`src/rtl/zii_slot_ctrl.sv`:
```
// Zorro II slot access controller: decodes CPU cycles against the AutoConfig bases and
// sequences RAM select, IDE/ROM chip selects, PIO strobes and DTACK on C7M.
module zii_slot_ctrl #(
  parameter int SETUP_CYC  = 1,
  parameter int STROBE_CYC = 2,
  parameter int HOLD_CYC   = 1,
  parameter int RAM_WAIT   = 0
) (
  input  logic       C7M,
  input  logic       RESET,
  input  logic       AS_CPU_n,
  input  logic       DS_n,
  input  logic       RW_n,
  input  logic [7:0] A_HIGH,
  input  logic [3:0] A_MID,
  input  logic       JP2,
  input  logic [2:0] BASE_RAM,
  input  logic [7:0] BASE_IDE,
  input  logic       RAM_CONFIGURED_n,
  input  logic       IDE_CONFIGURED_n,
  output logic       RAM_SEL_n,
  output logic       ROM_CS_n,
  output logic       IDE_CS0_n,
  output logic       IDE_CS1_n,
  output logic       IDE_IOR_n,
  output logic       IDE_IOW_n,
  output logic       DTACK_n
);

  typedef enum logic [2:0] {
    S_IDLE, S_RAM, S_SETUP, S_STROBE, S_HOLD, S_DONE, S_IGNORE
  } state_t;

  typedef enum logic [1:0] {T_RAM, T_ROM, T_CS0, T_CS1} tgt_t;

  logic   as_m_q, as_s_q, ds_m_q, ds_s_q;
  state_t state_q, state_d;
  logic [2:0] cnt_q, cnt_d;
  tgt_t   tgt_q, tgt_d;
  logic   wr_q, wr_d;
  logic   ram_sel_d, rom_cs_d, cs0_d, cs1_d, ior_d, iow_d, dtack_d;

  // 4-bit compare so a window near the top of the map does not wrap to 0
  logic [3:0] a_blk, ram_lo, ram_hi;
  logic       ram_hit, ide_hit, busy;

  assign a_blk   = {1'b0, A_HIGH[7:5]};
  assign ram_lo  = {1'b0, BASE_RAM};
  assign ram_hi  = ram_lo + (JP2 ? 4'd4 : 4'd2);
  assign ram_hit = !RAM_CONFIGURED_n && (a_blk >= ram_lo) && (a_blk < ram_hi);
  assign ide_hit = !IDE_CONFIGURED_n && (A_HIGH == BASE_IDE);
  assign busy    = state_q inside {S_RAM, S_SETUP, S_STROBE, S_HOLD};

  always_comb begin
    state_d = state_q;
    cnt_d   = cnt_q;
    tgt_d   = tgt_q;
    wr_d    = wr_q;
    if (busy && as_s_q) begin
      state_d = S_IDLE;
      cnt_d   = '0;
    end else begin
      case (state_q)
        S_IDLE: if (!as_s_q) begin
          wr_d = !RW_n;
          if (ram_hit) begin
            state_d = S_RAM;
            cnt_d   = 3'(RAM_WAIT);
            tgt_d   = T_RAM;
          end else if (ide_hit) begin
            state_d = S_SETUP;
            cnt_d   = 3'(SETUP_CYC - 1);
            tgt_d   = A_MID[3] ? T_ROM : (A_MID[0] ? T_CS1 : T_CS0);
          end else begin
            state_d = S_IGNORE;
            cnt_d   = '0;
          end
        end
        S_RAM: begin
          if (cnt_q == 3'd0) state_d = S_DONE;
          else cnt_d = cnt_q - 3'd1;
        end
        // counter parks at zero while DS is late, so SETUP stretches per cycle
        S_SETUP: begin
          if (cnt_q != 3'd0) cnt_d = cnt_q - 3'd1;
          else if (!ds_s_q) begin
            state_d = S_STROBE;
            cnt_d   = 3'(STROBE_CYC - 1);
          end
        end
        S_STROBE: begin
          if (cnt_q != 3'd0) cnt_d = cnt_q - 3'd1;
          else if (wr_q) begin
            state_d = S_HOLD;
            cnt_d   = 3'(HOLD_CYC - 1);
          end else begin
            state_d = S_DONE;
          end
        end
        S_HOLD: begin
          if (cnt_q == 3'd0) state_d = S_DONE;
          else cnt_d = cnt_q - 3'd1;
        end
        S_DONE, S_IGNORE: if (as_s_q) begin
          state_d = S_IDLE;
          cnt_d   = '0;
        end
        default: begin
          state_d = S_IDLE;
          cnt_d   = '0;
        end
      endcase
    end
  end

  // Outputs are decoded from the next state so they register alongside it
  logic cs_on, strb_on, ide_tgt;
  always_comb begin
    cs_on     = (state_d inside {S_SETUP, S_STROBE, S_HOLD}) || (state_d == S_DONE && !wr_d);
    strb_on   = (state_d == S_STROBE) || (state_d == S_DONE && !wr_d);
    ide_tgt   = (tgt_d == T_CS0) || (tgt_d == T_CS1);
    ram_sel_d = !(tgt_d == T_RAM && (state_d inside {S_RAM, S_DONE}));
    rom_cs_d  = !(strb_on && tgt_d == T_ROM && !wr_d);
    cs0_d     = !(cs_on && tgt_d == T_CS0);
    cs1_d     = !(cs_on && tgt_d == T_CS1);
    ior_d     = !(strb_on && ide_tgt && !wr_d);
    iow_d     = !(state_d == S_STROBE && ide_tgt && wr_d);
    dtack_d   = !(state_d == S_DONE);
  end

  always_ff @(posedge C7M) begin
    if (RESET) begin
      as_m_q    <= 1'b1;
      as_s_q    <= 1'b1;
      ds_m_q    <= 1'b1;
      ds_s_q    <= 1'b1;
      state_q   <= S_IDLE;
      cnt_q     <= '0;
      tgt_q     <= T_RAM;
      wr_q      <= 1'b0;
      RAM_SEL_n <= 1'b1;
      ROM_CS_n  <= 1'b1;
      IDE_CS0_n <= 1'b1;
      IDE_CS1_n <= 1'b1;
      IDE_IOR_n <= 1'b1;
      IDE_IOW_n <= 1'b1;
      DTACK_n   <= 1'b1;
    end else begin
      as_m_q    <= AS_CPU_n;
      as_s_q    <= as_m_q;
      ds_m_q    <= DS_n;
      ds_s_q    <= ds_m_q;
      state_q   <= state_d;
      cnt_q     <= cnt_d;
      tgt_q     <= tgt_d;
      wr_q      <= wr_d;
      RAM_SEL_n <= ram_sel_d;
      ROM_CS_n  <= rom_cs_d;
      IDE_CS0_n <= cs0_d;
      IDE_CS1_n <= cs1_d;
      IDE_IOR_n <= ior_d;
      IDE_IOW_n <= iow_d;
      DTACK_n   <= dtack_d;
    end
  end

endmodule

```
`config.mk`:
```
export PLATFORM = sky130hd
export DESIGN_NAME = zii_slot_ctrl
export DESIGN_NICKNAME = d
export VERILOG_FILES = /design/src/rtl/zii_slot_ctrl.sv
export SDC_FILE = /design/constraint.sdc
export NUM_CORES = 1
export LEC_CHECK = 0
export ABC_AREA = 1
export BUFFER_PORTS_ARGS = -buffer_cell sky130_fd_sc_hd__buf_2
export CORE_MARGIN = 3
export CORE_UTILIZATION = 59
export CTS_BUF_LIST = sky130_fd_sc_hd__clkbuf_2
export DETAILED_ROUTE_END_ITERATION = 8
export HOLD_SLACK_MARGIN = 0.15
export PLACE_DENSITY = 0.88
export SYNTH_ARGS = -nofsm -noshare
export SYNTH_HDL_FRONTEND = slang
export SYNTH_SLANG_ARGS = --single-unit
```
`constraint.sdc`:
```
create_clock -name C7M -period 4.25 [get_ports C7M]
set_clock_uncertainty 0.05 [all_clocks]
set_input_delay 0.2125 -clock C7M [delete_from_list [all_inputs] [get_ports C7M]]
set_output_delay 0.2125 -clock C7M [all_outputs]
set_load 0.01 [all_outputs]
```
Word-level counts from Yosys, hierarchy flattened
Index checks and enable logic that the tools add are counted.
- logic and storage cells: 108
- memories: 0
- bits in read-only memories: 0
- bits in latches: 0
- RAM bits: 0
- bits in registers: 20
- input bits: 31
- output and inout port bits: 7
- $lt $le $gt $ge: 2
- multiplexer cells: 30
- eq/ne operators: 20
- divide/modulo/power cells: 0
- multipliers: 0
- reduce and logical (&&, ||, !) cells: 39
- add/subtract/negate cells: 2
- shift operators: 0
- bitwise logic cells: 0
- operator list (cell ; count):
    3-bit 2-to-1 mux ; 17
    3-bit one-hot mux with 5 select lines ; 2
    3-bit == test (second input constant) ; 5
    1-bit logical AND ; 14
    3-bit by 2-bit == test with 1-bit output (second input constant) ; 4
    2-bit 2-to-1 mux ; 6
    1-bit zero test ; 11
    8-bit == test ; 1
    3-bit by 1-bit == test with 1-bit output (second input constant) ; 2
    3-bit zero test ; 2
    2-bit != test (second input constant) ; 3
    3-bit by 2-bit != test with 1-bit output (second input constant) ; 2
    3-bit nonzero test ; 2
    2-bit OR reduction ; 3
    1-bit 2-to-1 mux ; 5
    5-bit AND reduction ; 1
    3-bit by 3-bit adder with 4-bit output ; 1
    2-bit == test (second input constant) ; 2
    3-bit by 4-bit less-than comparator with 1-bit output ; 1
    4-bit nonzero test ; 1
    3-bit greater-or-equal comparator ; 1
    1-bit logical OR ; 3
    3-bit by 1-bit subtractor with 3-bit output (second input constant) ; 1
    2-bit by 1-bit == test with 1-bit output (second input constant) ; 1
    other kinds (2) ; 2

Longest topological paths before layout
Gate-level depths: netlist of run 1.
- depth after elaboration: 14
- depth in mapped cells: 18
- mapped depth without buffers: 18

Worst setup path before layout of run 1
No wires, ideal clock.
- path type: input port to flip-flop
- from: input JP2
- to: register IDE_IOR_n
- buffers on the path: 0
- required time: 4.077 ns
- arrival: 2.094 ns
- setup slack: 1.983 ns
- stages: 17
- path through: inv_1 ha_1 fa_1 inv_1 ha_1 inv_1 nor2_1 nand2_1 nand2_1 nor2_1 nand2_1 nand2_1 nand2_1 nor2_1 nand2_2 nand2_1 nand3_1
- cells in the longest elaborated chain, start to end: 14
- RTL lines (item ; RTL line ; source):
    from (decl) ; 16 ; input logic JP2,
    3-bit 2-to-1 mux (*) ; 49 ; assign ram_hi = ram_lo + (JP2 ? 4'd4 : 4'd2);
    3-bit by 3-bit adder with 4-bit output (*) ; 49 ;
    3-bit by 4-bit less-than comparator with 1-bit output (*) ; 50 ; assign ram_hit = !RAM_CONFIGURED_n && (a_blk >= ram_lo) && (a_blk < ram_hi);
    1-bit logical AND (*) ; 50 ;
    3-bit 2-to-1 mux ; 66 ; if (ram_hit) begin
    3-bit 2-to-1 mux ; 64 ; S_IDLE: if (!as_s_q) begin
    3-bit one-hot mux with 5 select lines ; 63 ; case (state_q)
    3-bit 2-to-1 mux ; 59 ; if (busy && as_s_q) begin
    3-bit == test ; 120 ; strb_on = (state_d == S_STROBE) || (state_d == S_DONE && !wr_d);
    1-bit logical AND ; 120 ;
    1-bit logical OR ; 120 ;
    1-bit logical AND (*) (2 in series) ; 126 ; ior_d = !(strb_on && ide_tgt && !wr_d);
    1-bit zero test (*) ; 126 ;
    to (signal assigned) ; 161 ; IDE_IOR_n <= ior_d;
    to (decl) ; 25 ; output logic IDE_IOR_n,
Every way passes the cells marked *; elsewhere a longest branch is shown, timed or not.
A chain may end at the register's enable or synchronous reset.

Final worst setup path of run 1
Same ends and word-level chain as after synthesis.

==> flow_summary.ini, run 1 <==
[die]
core_um2 = 2300
num_rows = 17
die_h_um = 56.2
fp.dieArea_um2 = 3160
ios = 38
die_width_um = 56.2
start_util_pct = 64.8

[yosys]
ys_seq_area_share_pct = 26.9
synth_area_um2 = 1490
netlist.area_leader.share_pct = 26.9
synth_xor_area_share_pct = 0
synth_nets = 283
synth_area_leaders = dfxtp_1 27%, nand2_1 19%, inv_1 12%, nor2_1 7.1%, ha_1 6.7%
synth_mux_area_share_pct = 0
yosys_warnings = 0
yosys.area_share.simple_pct = 45.2
yosys.area_share.adder_pct = 8.07
synthCells = 243
synth-compound-area-share_pct = 6.64
syn_avg_cell_area_um2 = 6.13
post_synth_num_cell_types = 24
yosys.area.top_type = dfxtp_1
synth_top_family_by_area = simple AND/OR/NAND/NOR gates
synth-seq-cells = 20

[cells_and_area]
drive_gt1_share_pct = 22.9
nFillCells = 198
fin_util_pct = 75.9
syn2layout_area_growth_pct = 17.1
diodes = 0
final_area_um2 = 1740
fin_nets = 325

[clocking]
cts_tree = built
cts_hold_buffers = 3
clockBufferDepth = 2
postCtsSetupBuffers = 0
htreeDepth = 1
numClockSinks = 20
post_cts_resized = 0
cts_buffers = 3
clock-root-buffer = clkbuf_2
clk_latency_ns = 0.31
clkTransAtPathRegs_ns = 0.19

[pwr]
power_frac_seq_pct = 34.5
p_clk_share_pct = 11.7
power_frac_comb_pct = 53.8
internal_power_mw = 0.357
peakVddDrop_mv = 0.431
p_leak_nw = 1.02
switching_share_pct = 47.0
powerDensity_nw_per_um2 = 387
p_switching_mw = 0.317

[sta]
period_share_pct = 52.7
maxSlewHeadroom_pct = 80.1
worstMarginPinSlew_ns = 0.299
setup_violations = 0
final-max-slew-violation-count = 0
setup-tns-final_ns = 0
fin_crit_ns = 2.24
fmax_mhz = 447
hold_violations = 0
rsz0062_at_grt = no

[critical_path]
r2r_cells = 13
start_kind = input pin
crit_path_max_fanout = 4
crit_arrival_ns = 2.41
endpoint_kind = flip-flop
worstPathRequired_ns = 4.42
critPathKind = input pin to flip-flop

[place]
placed_area_um2 = 1690
port_buffers = 35
dp_hpwl_um = 2490
globalplace.congestion = 0.850

[hold_path]
holdCritPathClass = input pin to flip-flop
worstHoldPathCells = 4

[detailed_routing]
vias_per_cell = 4.87
drc_errors = 0
drt_iter0_drc = 47
detail_route.wl_per_cell_um = 10.3
wl_um = 3210
vias = 1520
ant_nets = 0
drtPass1Iterations = 4

[grt]
grt_pass1_wl_um = 5400
grt_overflow_total = 0
grt_use_total_pct = 20.9
grt_max_degree = 12
antenna_found_initial = 0
grt_pass1_vias = 1439

[flow_run]
max_cap_viol_count = 0

[outcome]
status = complete, no violations
## final cells by class
type / count / area (um2) / area share, %
multi-input cells: 171 / 892 / 51.2
flip-flops and latches: 20 / 400 / 23.0
repair buffers: 38 / 205 / 11.8
inverters: 51 / 191 / 11.0
well taps: 28 / 35.0 / 2.01
clock buffers: 3 / 15.0 / 0.861
clock inverters: 1 / 3.75 / 0.215
## state kept, by name, summed over array words and instances, names as in the netlist
signal / cells
DTACK_n: 1
IDE_CS0_n: 1
IDE_CS1_n: 1
IDE_IOR_n: 1
IDE_IOW_n: 1
RAM_SEL_n: 1
ROM_CS_n: 1
as_m_q: 1
as_s_q: 1
cnt_q: 3
ds_m_q: 1
ds_s_q: 1
state_q: 3
tgt_q: 2
wr_q: 1
## cell usage in the layout (no fill, tap or decap)
master / n
a211oi_1: 3
a21oi_1: 6
a21oi_4: 1
buf_2: 35
clkbuf_2: 3
clkinv_1: 1
dfxtp_1: 20
dlygate4sd3_1: 3
fa_1: 1
ha_1: 8
inv_1: 47
inv_2: 4
nand2_1: 76
nand2_2: 7
nand2_4: 2
nand3_1: 18
nand3_2: 1
nand4_1: 3
nor2_1: 28
nor2_2: 2
nor2_4: 2
nor2_8: 1
nor3_1: 1
o21ai_0: 3
o21ai_2: 1
o22ai_1: 1
or2_2: 6
## path summary, 6_finish.rpt
| check | start | endpoint | slack [ns] |
|---|---|---|---|
| hold reg to reg | ds_m_q | ds_s_q | 0.39 |
| setup reg to reg | cnt_q[0] | IDE_IOR_n | 2.44 |
| setup / recovery | JP2 | IDE_IOR_n | 2.01 |
| hold / removal | RW_n | wr_q | 0.19 |
## cells in the mapped netlist, drive strengths merged
cell type and instances:
o22ai 1, nor2 33, a21oi 7, ha 8, o21ai 4, a211oi 3
nand4 3, or2 6, dfxtp 20, nand3 19, fa 1, nand2 85
buf 1, nor3 1, inv 51
## power by group through the flow
stage | clock (mW) | combinational [mW] | sequential (mW)
after floorplan | 0 | 0.281 | 0.234
after CTS | 0.0773 | 0.356 | 0.232
after detailed placement | 0 | 0.352 | 0.236
final | 0.0789 | 0.363 | 0.233
after global routing | 0.0839 | 0.416 | 0.236
after global placement | 0 | 0.344 | 0.235
## critical path, cell delays in order
cell	delay, ns
buf_2	0.10
inv_1	0.04
ha_1	0.19
fa_1	0.47
inv_1	0.04
ha_1	0.26
inv_1	0.06
nor2_1	0.03
nand2_1	0.06
nand2_1	0.06
nor2_1	0.22
nand2_1	0.08
nand2_1	0.09
nand2_1	0.11
nor2_1	0.15
nand2_2	0.07
nand2_1	0.08
nand3_1	0.07
## kinds of logic (layout without fill, tap and decap cells)
family,Yosys count,after routing
adders and majority gates,9,9
AOI/OAI and AO/OA,15,15
buffers and inverters,52,93
and+or+nand+nor,147,147
DFF,20,20
## routing by layer
layer,global-route usage (%),up-vias,share of wire (%)
met5,0,-,0
met4,8.14,0,1.6
met3,5.34,8,6.1
met2,36.9,45,48
met1,23.9,647,44
li1,-,820,-
## through the flow
step           hold slack [ns]  power, mW  cells  setup slack, ns
5_1_grt                  0.180      0.735    312             1.87
3_3_place_gp             0.342      0.579    305             1.74
6_report                 0.190      0.675    312             2.01
4_1_cts                  0.188      0.666    312             2.04
3_5_place_dp             0.344      0.589    305             1.69
2_1_floorplan            0.266      0.515    243             1.98
(Power assumes the default switching activity.)
==> run 2, diff against run 1 <==
--- a/config.mk
+++ b/config.mk
@@ -8,11 +8,11 @@
 export ABC_AREA = 1
 export BUFFER_PORTS_ARGS = -buffer_cell sky130_fd_sc_hd__buf_2
 export CORE_MARGIN = 3
-export CORE_UTILIZATION = 59
+export CORE_UTILIZATION = 55
 export CTS_BUF_LIST = sky130_fd_sc_hd__clkbuf_2
 export DETAILED_ROUTE_END_ITERATION = 8
 export HOLD_SLACK_MARGIN = 0.15
-export PLACE_DENSITY = 0.88
+export PLACE_DENSITY = 0.82
 export SYNTH_ARGS = -nofsm -noshare
 export SYNTH_HDL_FRONTEND = slang
 export SYNTH_SLANG_ARGS = --single-unit
==> constraint.sdc (replaced) <==
create_clock -name C7M -period 2.3 [get_ports C7M]
set_clock_uncertainty 0.05 [all_clocks]
set_input_delay 0.115 -clock C7M [delete_from_list [all_inputs] [get_ports C7M]]
set_output_delay 0.115 -clock C7M [all_outputs]
set_load 0.01 [all_outputs]
==> run 2 against run 1 <==
Register-to-register slack got worse by 2.0 ns. Global-route usage down 0.22 points. Largest power group unchanged. Sequential power grew 84%. Critical path depth unchanged. Clock-buffer cell count is the same. Design area increased by 4.0%. Largest cell class unchanged. Setup slack worse by 1.8 ns. Clock power up 77%. Wire length shrank 2.1%. Non-clock buffer count is 8 higher. Sequential share of layout area fell by 0.89 points.
==> flow_summary.ini, run 2 (synthesis gave the netlist of run 1 again) <==
[cells_and_area]
drive_gt1_share_pct = 24.0
fin_nets = 333
syn2layout_area_growth_pct = 21.8
diodes = 0
final_area_um2 = 1810
final_common_cell = nand2_1
reg_top3 = cnt_q: 3 flops, state_q: 3 flops, tgt_q: 2 flops
layout_common_cells = 76 x nand2_1, 47 x inv_1, 35 x buf_2

[die]
die_width_um = 58.0
die_h_um = 58.0
start_util_pct = 59.0
core_um2 = 2520
ios = 38
num_rows = 18
fp.dieArea_um2 = 3370

[detailed_routing]
drtPass1Iterations = 7
wl_um = 3150
ant_nets = 0
drc_errors = 0
detail_route.wl_per_cell_um = 9.77
vias_per_cell = 4.81
drt_iter0_drc = 87
vias = 1550

[pwr]
power_frac_seq_pct = 34.0
p_leak_nw = 1.05
powerDensity_nw_per_um2 = 696
p_clk_share_pct = 11.1
internal_power_mw = 0.687
power_frac_comb_pct = 54.9
peakVddDrop_mv = 0.640
switching_share_pct = 45.6
fin_total_pwr_mw = 1.26
p_switching_mw = 0.576

[clocking]
numClockSinks = 20
clock-root-buffer = clkbuf_2
post_cts_resized = 0
cts_tree = built
clk_latency_ns = 0.31
cts_hold_buffers = 6
htreeDepth = 1
clkTransAtPathRegs_ns = 0.17
cts_buffers = 3
clockBufferDepth = 2
postCtsSetupBuffers = 0

[grt]
antenna_found_initial = 0
grt_overflow_total = 0
grt_max_degree = 12
grt_use_total_pct = 20.7
grt_pass1_vias = 1433
grt_pass1_wl_um = 5530

[critical_path]
timing.rr.end = IDE_CS0_n
timing.critical_path.from = JP2
crit_path_end = IDE_CS1_n
worstPathRequired_ns = 2.48
r2r_cells = 13
start_kind = input pin
endpoint_kind = flip-flop
crit_arrival_ns = 2.28
r2r_slack_ns = 0.44
r2r_start = cnt_q[0]
critPathKind = input pin to flip-flop
crit_path_max_fanout = 3

[sta]
hold_violations = 0
period_share_pct = 91.2
final-max-slew-violation-count = 0
setup-tns-final_ns = 0
fin_ws_ns = 0.203
rsz0062_at_grt = no
maxSlewHeadroom_pct = 80.4
setup_violations = 0
hold_ws_ns = 0.217
fin_crit_ns = 2.10
worstMarginPinSlew_ns = 0.293
fmax_mhz = 477

[hold_path]
holdCritPathClass = input pin to flip-flop

[outcome]
status = complete, no violations

[flow_run]
max_cap_viol_count = 0

[place]
dp_slack_ns = -0.143
globalplace.congestion = 0.904
dp_hpwl_um = 2540
port_buffers = 35
placed_area_um2 = 1730
[run 2: worst min-delay path by stage]
stage	start	endpoint	slack, ns	depth (start not counted)
floorplan	AS_CPU_n	as_m_q	0.17	1
global placement	DS_n	ds_m_q	0.25	2
detailed placement	DS_n	ds_m_q	0.26	2
CTS	A_MID[0]	RAM_SEL_n	0.20	5
global route	A_MID[0]	RAM_SEL_n	0.21	5
finish	A_MID[0]	RAM_SEL_n	0.22	5
[run 2: per-layer routing]
layer | routed length, um | global-route usage [%]
met5 | 0 | 0
met4 | 92 | 7.28
met3 | 120 | 3.12
met2 | 1540 | 35.3
met1 | 1390 | 26.4
[run 2: final cells by class]
| type | count | area (um2) |
|---|---|---|
| multi-input combinational | 171 | 892 |
| fill | 240 | 709 |
| clock inverter | 1 | 3.75 |
| inverter | 51 | 191 |
| sequential | 20 | 400 |
| timing repair buffer | 46 | 273 |
| tap | 30 | 37.5 |
| clock buffer | 3 | 15.0 |
[run 2: critical path, stage by stage]
cell	delay, ns
buf_2	0.09
inv_1	0.04
ha_1	0.20
fa_1	0.48
inv_1	0.04
ha_1	0.26
inv_1	0.03
nor2_1	0.08
nand2_1	0.06
nand2_1	0.07
nor2_1	0.06
buf_4	0.14
nor2_4	0.13
nand4_1	0.17
nand2_2	0.13
nand2_2	0.07
nor2_1	0.09
nand2_1	0.05
[run 2: power groups by stage]
stage | logic, mW | registers, mW | clock network [mW]
final | 0.693 | 0.429 | 0.140
after global routing | 0.802 | 0.435 | 0.157
after CTS | 0.690 | 0.429 | 0.147
after detailed placement | 0.680 | 0.437 | 0
after global placement | 0.666 | 0.435 | 0
after floorplan | 0.519 | 0.432 | 0
[run 2: through the flow]
stage	utilization, %	instances
3_3_place_gp	68.8	312
6_report	71.9	322
5_1_grt	71.9	322
4_1_cts	71.9	322
2_1_floorplan	-	243
3_5_place_dp	68.8	312
